===== src/rtl/uart_tx_dev.sv =====
// uart_tx_dev: memory-mapped 8N1 UART transmitter (bus responder).
// A small TX FIFO feeds a bit-timed shifter; TxD idles high and frames go out LSB first.
// IRQ flags "transmitter drained": FIFO empty and shifter idle.
module uart_tx_dev #(
    parameter int                   FIFO_DEPTH = 8,
    parameter int                   DIV_WIDTH  = 16,
    parameter logic [DIV_WIDTH-1:0] DIV_RESET  = 16'd434
) (
    input  logic        clk,
    input  logic        reset,
    input  logic [31:2] Addr,
    input  logic        WE,
    input  logic [31:0] Din,
    output logic [31:0] Dout,
    output logic        IRQ,
    output logic        TxD
);

    localparam int AW = $clog2(FIFO_DEPTH);
    localparam int CW = AW + 1;

    typedef enum logic [1:0] {
        S_IDLE,
        S_START,
        S_DATA,
        S_STOP
    } state_t;

    // Register file and FIFO state
    logic [7:0]           mem [FIFO_DEPTH];
    logic [AW-1:0]        wr_ptr;
    logic [AW-1:0]        rd_ptr;
    logic [CW-1:0]        count;
    logic                 full;
    logic                 empty;
    logic                 ovf;
    logic                 tx_en;
    logic                 irq_en;
    logic [DIV_WIDTH-1:0] div_reg;

    // Transmitter state
    state_t               state;
    state_t               state_nx;
    logic [DIV_WIDTH-1:0] timer;
    logic [DIV_WIDTH-1:0] timer_nx;
    logic [DIV_WIDTH-1:0] div_lat;
    logic [DIV_WIDTH-1:0] div_lat_nx;
    logic [2:0]           idx;
    logic [2:0]           idx_nx;
    logic [7:0]           shift;
    logic [7:0]           shift_nx;
    logic                 pop;
    logic                 tx_bit;
    logic                 bit_end;
    logic                 busy;

    // Bus decode
    logic                 sel_data;
    logic                 sel_stat;
    logic                 sel_ctrl;
    logic                 sel_div;
    logic                 push;
    logic [3:0]           cnt_field;
    logic                 unused_bits;

    assign sel_data = WE && (Addr[3:2] == 2'd0);
    assign sel_stat = WE && (Addr[3:2] == 2'd1);
    assign sel_ctrl = WE && (Addr[3:2] == 2'd2);
    assign sel_div  = WE && (Addr[3:2] == 2'd3);

    assign full      = (count == CW'(FIFO_DEPTH));
    assign empty     = (count == '0);
    assign push      = sel_data && !full;
    assign busy      = (state != S_IDLE);
    assign bit_end   = (timer == div_lat - DIV_WIDTH'(1));
    assign cnt_field = 4'(count);
    assign IRQ       = irq_en && empty && !busy;
    assign TxD       = tx_bit;

    assign unused_bits = ^{Addr[31:4], Din};

    // FIFO storage: written on an accepted push, no reset needed
    always_ff @(posedge clk) begin
        if (push) begin
            mem[wr_ptr] <= Din[7:0];
        end
    end

    // FIFO pointers, occupancy and sticky overflow flag
    always_ff @(posedge clk or posedge reset) begin
        if (reset) begin
            wr_ptr <= '0;
            rd_ptr <= '0;
            count  <= '0;
            ovf    <= 1'b0;
        end else begin
            if (push) begin
                wr_ptr <= wr_ptr + AW'(1);
            end
            if (pop) begin
                rd_ptr <= rd_ptr + AW'(1);
            end
            case ({push, pop})
                2'b10:   count <= count + CW'(1);
                2'b01:   count <= count - CW'(1);
                default: count <= count;
            endcase
            if (sel_data && full) begin
                ovf <= 1'b1;
            end else if (sel_stat) begin
                ovf <= 1'b0;
            end
        end
    end

    // Control and divisor registers; a zero divisor is stored as 1
    always_ff @(posedge clk or posedge reset) begin
        if (reset) begin
            tx_en   <= 1'b0;
            irq_en  <= 1'b0;
            div_reg <= DIV_RESET;
        end else begin
            if (sel_ctrl) begin
                tx_en  <= Din[0];
                irq_en <= Din[1];
            end
            if (sel_div) begin
                div_reg <= (Din[DIV_WIDTH-1:0] == '0) ? DIV_WIDTH'(1) : Din[DIV_WIDTH-1:0];
            end
        end
    end

    // Transmitter state register
    always_ff @(posedge clk or posedge reset) begin
        if (reset) begin
            state   <= S_IDLE;
            timer   <= '0;
            div_lat <= DIV_WIDTH'(1);
            idx     <= '0;
            shift   <= '0;
        end else begin
            state   <= state_nx;
            timer   <= timer_nx;
            div_lat <= div_lat_nx;
            idx     <= idx_nx;
            shift   <= shift_nx;
        end
    end

    // Transmitter next-state, FIFO pop and serial output
    always_comb begin
        state_nx   = state;
        timer_nx   = timer;
        div_lat_nx = div_lat;
        idx_nx     = idx;
        shift_nx   = shift;
        pop        = 1'b0;
        tx_bit     = 1'b1;
        case (state)
            S_IDLE: begin
                if (tx_en && !empty) begin
                    pop        = 1'b1;
                    shift_nx   = mem[rd_ptr];
                    div_lat_nx = div_reg;
                    timer_nx   = '0;
                    state_nx   = S_START;
                end
            end
            S_START: begin
                tx_bit = 1'b0;
                if (bit_end) begin
                    timer_nx = '0;
                    idx_nx   = '0;
                    state_nx = S_DATA;
                end else begin
                    timer_nx = timer + DIV_WIDTH'(1);
                end
            end
            S_DATA: begin
                tx_bit = shift[0];
                if (bit_end) begin
                    timer_nx = '0;
                    shift_nx = {1'b0, shift[7:1]};
                    if (idx == 3'd7) begin
                        state_nx = S_STOP;
                    end else begin
                        idx_nx = idx + 3'd1;
                    end
                end else begin
                    timer_nx = timer + DIV_WIDTH'(1);
                end
            end
            S_STOP: begin
                tx_bit = 1'b1;
                if (bit_end) begin
                    timer_nx = '0;
                    state_nx = S_IDLE;
                end else begin
                    timer_nx = timer + DIV_WIDTH'(1);
                end
            end
            default: begin
                state_nx = S_IDLE;
            end
        endcase
    end

    // Combinational read mux
    always_comb begin
        Dout = '0;
        case (Addr[3:2])
            2'd0:    Dout = '0;
            2'd1:    Dout = {cnt_field, 24'b0, ovf, busy, empty, full};
            2'd2:    Dout = {30'b0, irq_en, tx_en};
            default: Dout = 32'(div_reg);
        endcase
    end

endmodule


===== config.mk =====
export PLATFORM = sky130hd
export DESIGN_NAME = uart_tx_dev
export DESIGN_NICKNAME = d
export VERILOG_FILES = /design/src/rtl/uart_tx_dev.sv
export SDC_FILE = /design/constraint.sdc
export NUM_CORES = 1
export LEC_CHECK = 0
export ABC_AREA = 1
export BUFFER_PORTS_ARGS = -buffer_cell sky130_fd_sc_hd__buf_2
export CORE_ASPECT_RATIO = 1.25
export CORE_UTILIZATION = 40
export DETAILED_ROUTE_END_ITERATION = 8
export PLACE_DENSITY = 0.56
export RECOVER_POWER = 50
export REMOVE_ABC_BUFFERS = 1
export SYNTH_ARGS = -nofsm -noshare
export SYNTH_HDL_FRONTEND = slang
export SYNTH_SLANG_ARGS = --single-unit
export TNS_END_PERCENT = 50

===== constraint.sdc =====
create_clock -name clk -period 3.45 [get_ports clk]
set_input_delay 0.345 -clock clk [delete_from_list [all_inputs] [get_ports clk]]
set_output_delay 0.345 -clock clk [all_outputs]
set_load 0.05 [all_outputs]

After elaboration in Yosys (flattened, before gate mapping)

Memories as Yosys holds them, arrays and structs flattened.
Index checks and enable logic that the tools add are counted.

Flip-flop bits (word level): 74
RAM bits: 64
Input bits: 65
Output and inout port bits: 34
Logic and storage cells: 89
Memories: 1

Add/subtract/negate cells: 7
Equality and inequality tests: 17
Multiplexer cells: 26
Reductions and logical operators: 26

Memories:

| name | words | bits a word | read ports | clocked after memory_dff | wr ports | line | source |
|---|---|---|---|---|---|---|---|
| mem  | 8     | 8           | 1          | 0                        | 1        | 30   | `logic [7:0] mem [FIFO_DEPTH];` |

Operator list:

| cell                    | count |
|---|---|
| $pmux W32 S3            | 1 |
| $mux W16                | 3 |
| $pmux W16 S2            | 1 |
| $add A16 B1 Y16 const B | 1 |
| $eq A16 B16 Y1          | 1 |
| $logic_not A16 Y1       | 1 |
| $mux W8                 | 2 |
| $pmux W8 S2             | 1 |
| $sub A16 B1 Y16 const B | 1 |
| $ne A2 B2 Y1 const B    | 6 |
| $eq A2 B2 Y1 const B    | 5 |
| $mux W2                 | 5 |
| $reduce_bool A2 Y1      | 5 |
| $add A3 B1 Y3 const B   | 3 |
| $logic_and A1 B1 Y1     | 9 |
| $mux W3                 | 3 |
| $pmux W2 S4             | 1 |
| $pmux W4 S2             | 1 |
| $eq A2 B1 Y1 const B    | 3 |
| $mux W1                 | 6 |
| $pmux W3 S2             | 1 |
| $reduce_and A5 Y1       | 1 |
| $add A4 B1 Y4 const B   | 1 |
| $eq A4 B4 Y1 const B    | 1 |
| 10 further kinds        | 13 |

Logic depth before layout (Yosys ltp)

Gate-level depths: netlist (run 1).

Word-level depth: 7
Mapped depth: 17
Depth with buffers taken out: 17

Worst setup path before layout (run 1)

OpenSTA, ideal clock, no wires.

Path type: reg-to-reg
Start: register state[0]
End: register count[3] (netlist: cnt_field[3])
Library setup time: 0.122 ns
Data arrival time: 2.494 ns
Data required time: 3.328 ns
Setup slack: 0.834 ns
Stages on the path, launching flop included: 15
Buffers on the path: 1
Clock period less this slack: 2.616 ns
Cell sequence: dfrtp_1 > inv_1 > ha_1 > inv_1 > nor2_1 > clkbuf_1 > ha_1 > ha_1 > nand2_1 > nor2_1 > a211oi_1 > nor2_1 > nor2_1 > nand2_1 > xor2_1

Cells in the longest elaborated chain, start to end: 4
Elaborated cells between the ends (all ways): 6
Those cells by class: eq/ne (2); mux (2); reduce/logical (2)

RTL lines:

| element                                                  | line | source |
|---|---|---|
| from (decl)                                              | 42   | `state_t state;` |
| from (signal assigned)                                   | 142  | `state <= state_nx;` |
| $logic_not A2 Y1 *                                       | 159  | `case (state)` |
| $mux W1 *                                                | 159  |  |
| named net pop                                            | 52   | `logic pop;` |
| $eq A2 B1 Y1 / $eq A2 B2 Y1 (equally long branches)      | 103  | `case ({push, pop})` |
| $pmux W4 S2 / $reduce_bool A2 Y1 (equally long branches) | n/a  |  |
| to (signal assigned)                                     | 104  | `2'b10: count <= count + CW'(1);` |
| to (signal assigned)                                     | 105  | `2'b01: count <= count - CW'(1);` |
| to (signal assigned)                                     | 106  | `default: count <= count;` |
| to (decl)                                                | 33   | `logic [CW-1:0] count;` |

Mark *: on every way through the listed nets, which the timed path passes. The rest lies on a longest branch.
A chain may end at the register's enable or synchronous reset.

Worst setup path in the final report (run 1)

Start: register state[0]
End: register count[3] (netlist: cnt_field[3])

Cells in the longest elaborated chain, start to end: 4
Elaborated cells between the ends (all ways): 6
Those cells by class: eq/ne (2); mux (2); reduce/logical (2)

RTL lines:

| element                                                  | line |
|---|---|
| $logic_not A2 Y1 *                                       | 159 |
| $mux W1 *                                                | 159 |
| $eq A2 B1 Y1 / $eq A2 B2 Y1 (equally long branches)      | 103 |
| $pmux W4 S2 / $reduce_bool A2 Y1 (equally long branches) | n/a |

Every way passes the cells marked *; elsewhere a longest branch is shown, timed or not.

==> results of run 1 <==
cell families after synthesis:
family / Yosys count / synth area share, %
multiplexers: 1 / 0.161
buffers and inverters: 104 / 6.45
AND/OR/NAND/NOR: 383 / 23.3
XOR/XNOR: 21 / 2.62
AO/OA/AOI/OAI: 133 / 10.7
other: 1 / 0.0535
flip-flops: 138 / 54.0
adder cells (fa/ha/maj): 15 / 2.79
power groups by stage:
stage	registers [mW]	logic (mW)	clock network, mW
floorplan	2.30	1.84	0
global placement	2.32	2.44	0
detailed placement	2.33	2.50	0
CTS	2.30	2.50	1.86
global route	2.34	2.84	1.93
finish	2.30	2.49	1.82
placed cells by master (no fill, tap or decap), types with 2 or more instances in the layout:
master / n
nand2_1: 190
inv_8: 4
buf_4: 6
nor3_1: 5
inv_6: 7
buf_2: 33
clkinvlp_4: 2
nor4_1: 4
nor2_2: 5
edfxtp_1: 64
o21ai_0: 76
inv_1: 68
ha_1: 14
clkbuf_1: 11
xnor2_1: 6
nand2_4: 3
conb_1: 12
a21oi_1: 4
dfstp_2: 6
nor2_4: 3
o22ai_1: 27
nand4_1: 8
nand3_1: 41
o21ai_1: 4
nand2_2: 5
clkinv_1: 3
dfrtp_1: 68
or2_2: 6
xor2_1: 15
o21a_1: 8
a31oi_1: 8
nor2_1: 110
clkbuf_16: 17
final timing paths:
| path | from | to | slack, ps |
|---|---|---|---|
| hold / removal | Din[11] | div_reg[11] | 150 |
| max in group asynchronous | reset | timer[5] | 1310 |
| hold reg to reg | shift[0] | shift[0] | 480 |
| min in group asynchronous | reset | state[1] | 490 |
| setup reg to reg | state[0] | cnt_field[3] | 820 |
| setup / recovery | state[0] | cnt_field[3] | 820 |
cell type report:
| cell class | instances | area [sq um] | area share, % |
|---|---|---|---|
| Clock buffer | 17 | 425 | 5.32 |
| Clock inverter | 15 | 168 | 2.10 |
| Inverter | 71 | 267 | 3.33 |
| Multi-Input combinational cell | 565 | 2820 | 35.2 |
| Sequential cell | 138 | 3780 | 47.3 |
| Tap cell | 220 | 275 | 3.44 |
| Timing Repair Buffer | 52 | 267 | 3.33 |
through the flow:
stage / hold slack [ps] / worst slack (ps) / power (mW) / std cells
detailed placement: 294 / 859 / 4.82 / 1045
global route: 164 / 584 / 7.11 / 1078
floorplan: 442 / 192 / 4.14 / 774
finish: 148 / 819 / 6.60 / 1078
CTS: 131 / 836 / 6.66 / 1078
global placement: 299 / 923 / 4.75 / 1045
per-layer routing:
metal	part of all wire [%]	routed length [um]
met3	2.7	432
met1	44	7120
met4	2.1	347
met5	0	0
met2	51	8240
worst register-to-register path, cell delays in order (launching register included):
cell and delay (ps):
dfrtp_1 420, inv_1 130, ha_1 330, inv_1 180, nor2_2 210, ha_1 220, ha_1 280, nand2_1 80
nor2_1 40, a211oi_1 260, nor2_1 70, nor2_1 100, nand2_1 70, xor2_1 140
repair_timing:
action / in CTS / in global routing
hold buffers: 1 / 0
setup endpoints to repair: 0 / 0
endpoints found under the hold margin: 10 / 0
==> run_results.csv, run 1 <==
group,metric,value,unit
status,status,"complete, no violations",
sta,fin_crit_sh,76.3,%
grt,grt_util_met2,33.1,%
setup_path,cp.buffers_inverters,2,
die,io-pin-count,99,
setup_path,critical_path_depth,13,
die,dieHeight,150,um
sta,layout_min_cycle_time,2630,ps
die,die_w,120,um
synth,avgSynthCellArea,8.80,sq um
die,die_area,18100,sq um
synth,synth_ff_type,"dfrtp_1",
drt,routed_wl,16.1,mm
worst_hold_path,whs_path_depth,3,
sta,finalHoldViolCount,0,
power_and_ir_drop,power_density,825,nW/um^2
grt,grt_max_degree,40,
sta,rsz0062_at_grt,"no",
power_and_ir_drop,clock_power_share,27.6,%
grt,track_usage,19.4,%
sta,slew_viol_final,0,
cells_and_area,largest_reg_flops,64,
synth,synth_top_area_share,27.4,%
synth,synth_seq_area_share,54.0,%
cells_and_area,num-fill-cells,1666,
synth,syn_inst,796,
drt,wire_per_inst,15.0,um
clocking,htreeDepth,4,
die,start_util,41.3,%
clocking,path_clk_slew,70,ps
setup_path,cp-start-kind,"flip-flop",
synth,synth-edff-count,64,
clocking,ctsResizeCount,0,
drt,vias,5393,
setup_path,crit_type,"reg2reg",
grt,overflow,0,
cells_and_area,syn_to_final_growth,14.2,%
cells_and_area,final_area,8000,sq um
clocking,clk_path_buf_depth,2,
clocking,clk_latency,420,ps
synth,yosys_warnings,0,
die,rows,53,
run,cap_viol_max_count,0,
power_and_ir_drop,p_comb_share,37.6,%
setup_path,crit_arrival,2940,ps
grt,grt_pass1_vias,5297,
synth,ys_ff_latch,138,
sta,setup_viol,0,
clocking,cts-root-buf,"clkbuf_16",
setup_path,path_max_fanout,4,
grt,grt.busiest_layer,"met2",
setup_path,critPathRequiredTime,3760,ps
synth,synth_common_cells,"nand2_1 (190), nor2_1 (111), o21ai_0 (76), dfrtp_1 (68), inv_1 (68)",
sta,slew_headroom,6.64,%
setup_path,slowest_delay,420,ps
power_and_ir_drop,peakVddDrop,384,uV
power_and_ir_drop,internal_power,3.88,mW
drt,drc,0,
setup_path,r2r_cells,13,
clocking,cts-buffers-inserted,17,
power_and_ir_drop,pwr-share-seq,34.8,%
grt,antenna_found_initial,0,
worst_hold_path,hold_class,"in2reg",
sta,tns,0,ps
setup_path,crit_chain,"inv_1 -> ha_1 -> inv_1 -> nor2_2 -> ha_1 -> ha_1 -> nand2_1 -> nor2_1 -> a211oi_1 -> nor2_1 -> nor2_1 -> nand2_1 -> xor2_1",
power_and_ir_drop,swShare,41.3,%
clocking,cts_setup_buffers,0,
power_and_ir_drop,netSwitchingPower,2.73,mW
cells_and_area,fin_util,47.1,%
drt,drt-initial-drc-count,245,
grt,use_met3,3.39,%
clocking,tritoncts,"done",
synth,synth_area,7010,sq um
clocking,clkSinkCount,138,
place,io_buffers,42,
grt,grt_pass1_wl,27.0,mm
setup_path,cp_slowest_cell,"dfrtp_1",
synth,synth.distinct_cells,41,
place,placed_area,7420,sq um
place,routabilityCongestion,0.881,
sta,fmax,380,MHz
cells_and_area,fin_nets,925,
drt,antenna_left,0,
synth,yosysMostFrequentCell,"nand2_1",
setup_path,critPathTopFamily,"adder cells",
die,core_area,17000,sq um
synth,ys_top_cells_by_area,"edfxtp_1 (27%), dfrtp_1 (24%), nand2_1 (10%)",
place,dp_hpwl,11.7,mm
synth,yosysTopAreaCell,"edfxtp_1",
sta,tightest_slew,1400,ps
grt,grtUsageMet1,24.3,%
power_and_ir_drop,power_leakage,3.41,nW
drt,vias_per_cell,5.00,
synth,async_flop_share,53.6,%
drt,drt_first_pass_iters,5,
cells_and_area,post_route_cells_drive_above_1_share,12.1,%
cells_and_area,top_register,"mem",
cells_and_area,n_antenna_cell,0,
sta,skew,6.70,ps
setup_path,critPathCaptureType,"flip-flop",
Power figures use the tool's default switching activity.
==> run 2, diff against run 1 <==
Clock period 3.45 ns to 2.5 ns, I/O delays scaled along.
==> run 2 against run 1 <==
Net effect:
- first-iteration DRC count up 20%
- utilization up 0.92 points
- clock power rose by 44%
- clock skew shrank 2.0 ps
- sequential share of layout area is 0.91 points lower
- routed wire length grew 0.68%
- die area stayed put
- global-route usage about the same
- sequential power is 38% higher
- clock-buffer cell count stayed put
- flip-flop and latch count did not move
- via count rose by 1.9%
- critical path type unchanged
- largest cell class unchanged
==> run_results.csv, run 2 (synthesis results as in run 1) <==
group,metric,value,unit
clocking,clk_latency,420,ps
die,die_w,120,um
setup_path,reg2reg_slack,170,ps
sta,tightest_slew,1130,ps
drt,drc,0,
setup_path,critPathCaptureType,"flip-flop",
power_and_ir_drop,power.total,9.36,mW
worst_hold_path,hold_start,"Din[15]",
setup_path,crit_chain,"nor2_1 -> nand3_1 -> nand2_1 -> nor2_2 -> ha_1 -> ha_1 -> nand2_1 -> nor2_1 -> a211oi_2 -> nor2_1 -> nor2_1 -> nand2_1 -> xor2_1",
clocking,cts-buffers-inserted,17,
sta,slew_viol_final,0,
grt,grt_max_degree,63,
power_and_ir_drop,pwr-share-seq,33.9,%
setup_path,crit_path_start,"cnt_field[1]",
setup_path,cp_slowest_cell,"dfrtp_1",
cells_and_area,fin_nets,938,
power_and_ir_drop,p_comb_share,38.1,%
setup_path,r2r-start,"cnt_field[1]",
cells_and_area,final_cell_mix,"nand2_1 (188), nor2_1 (110), o21ai_0 (76)",
clocking,path_clk_slew,60,ps
power_and_ir_drop,netSwitchingPower,3.81,mW
power_and_ir_drop,internal_power,5.54,mW
power_and_ir_drop,power_density,1150,nW/um^2
drt,routed_wl,16.3,mm
sta,fin_crit_sh,93.0,%
sta,finalHoldViolCount,0,
die,dieHeight,150,um
clocking,clk_path_buf_depth,2,
cells_and_area,fin_util,48.1,%
sta,slew_headroom,24.9,%
sta,layout_min_cycle_time,2330,ps
cells_and_area,final_common_cell,"nand2_1",
run,cap_viol_max_count,0,
drt,drt-initial-drc-count,293,
place,dp_hpwl,11.8,mm
clocking,clkSinkCount,138,
sta,setup_viol,0,
die,start_util,41.3,%
grt,track_usage,19.4,%
drt,drt_first_pass_iters,4,
sta,rsz0062_at_grt,"no",
place,routabilityCongestion,0.898,
setup_path,crit_arrival,2630,ps
setup_path,slowest_delay,410,ps
die,io-pin-count,99,
setup_path,cp-start-kind,"flip-flop",
drt,antenna_left,0,
die,die_area,18100,sq um
drt,vias_per_cell,5.04,
sta,skew,4.69,ps
cells_and_area,top_register,"mem",
status,status,"complete, no violations",
die,core_area,17000,sq um
cells_and_area,multiInputGateArea,2850,sq um
power_and_ir_drop,swShare,40.8,%
grt,grt_pass1_wl,26.8,mm
worst_hold_path,hold_class,"in2reg",
drt,vias,5495,
cells_and_area,syn_to_final_growth,16.4,%
place,io_buffers,42,
clocking,cts-root-buf,"clkbuf_16",
setup_path,crit_type,"reg2reg",
power_and_ir_drop,peakVddDrop,544,uV
power_and_ir_drop,power_leakage,3.50,nW
cells_and_area,post_route_cells_drive_above_1_share,14.1,%
grt,antenna_found_initial,0,
grt,overflow,0,
drt,wire_per_inst,14.9,um
sta,fmax,430,MHz
cells_and_area,num-fill-cells,1669,
setup_path,critPathRequiredTime,2810,ps
setup_path,crit_top_cell,"nor2_1",
clocking,htreeDepth,4,
die,rows,53,
cells_and_area,n_antenna_cell,0,
clocking,tritoncts,"done",
cells_and_area,regArea,3780,sq um
grt,grt_pass1_vias,5463,
setup_path,path_max_fanout,4,
power_and_ir_drop,clock_power_share,28.0,%
cells_and_area,largest_reg_flops,64,
## run 2: changes by cell type in the layout (fill, tap and decap cells not counted), sizes merged
cell / change
clkinvlp: -2
buf: +13
clkinv: +1
bufinv: +1
## run 2: area by class of cell
cell class | instances | area share [%]
well taps | 220 | 3.37
clock inverters | 15 | 2.38
flip-flops and latches | 138 | 46.3
multi-input cells | 565 | 34.9
inverters | 71 | 3.27
clock buffers | 17 | 5.21
repair buffers | 65 | 4.49
## run 2: per-layer routing
metal	GRT usage, %	up-vias	part of all wire [%]
met1	22.5	2604	43
met3	4.23	26	3.3
met5	0	-	0
met4	7.35	0	2.1
li1	-	2755	-
met2	34.7	110	52
## run 2: power by group through the flow
stage	Clock, mW	Combinational, mW	Sequential, mW
floorplan	0	2.54	3.17
global placement	0	3.43	3.19
detailed placement	0	3.51	3.21
CTS	2.67	3.53	3.18
global route	2.77	4.04	3.23
finish	2.62	3.56	3.18
## run 2: per-stage QoR
stage	TNS (ps)	cell area [sq um]	setup WS [ps]	hold slack, ps	std cells
floorplan	-1840	6860	-758	347	774
global placement	0	7510	94.7	224	1055
detailed placement	0	7510	5.27	225	1055
CTS	0	8140	55.7	37.2	1088
global route	0	8160	9.23	62.2	1091
finish	0	8160	174	58.4	1091
## run 2: final timing paths
path / to / cells past startpoint
max in group asynchronous: div_lat[11] / 4
min in group asynchronous: idx[0] / 3
max reg2reg: cnt_field[3] / 13
min: div_reg[15] / 3
max: cnt_field[3] / 13
min reg2reg: shift[5] / 2
## run 2: timing repair
action	in CTS	in global routing
hold buffers	1	0
pin swaps	0	6
setup buffers	0	3
setup endpoints to repair	1	23
gates resized for setup	1	7
hold endpoints to repair	12	0
## run 2: critical path: cells and delay by family, from the launching register on
kind	cells	cell delay [ps]
and+or+nand+nor	9	900
adders and majority gates	2	570
DFF	1	410
AOI/OAI and AO/OA	1	190
xor gates and xnor gates	1	140
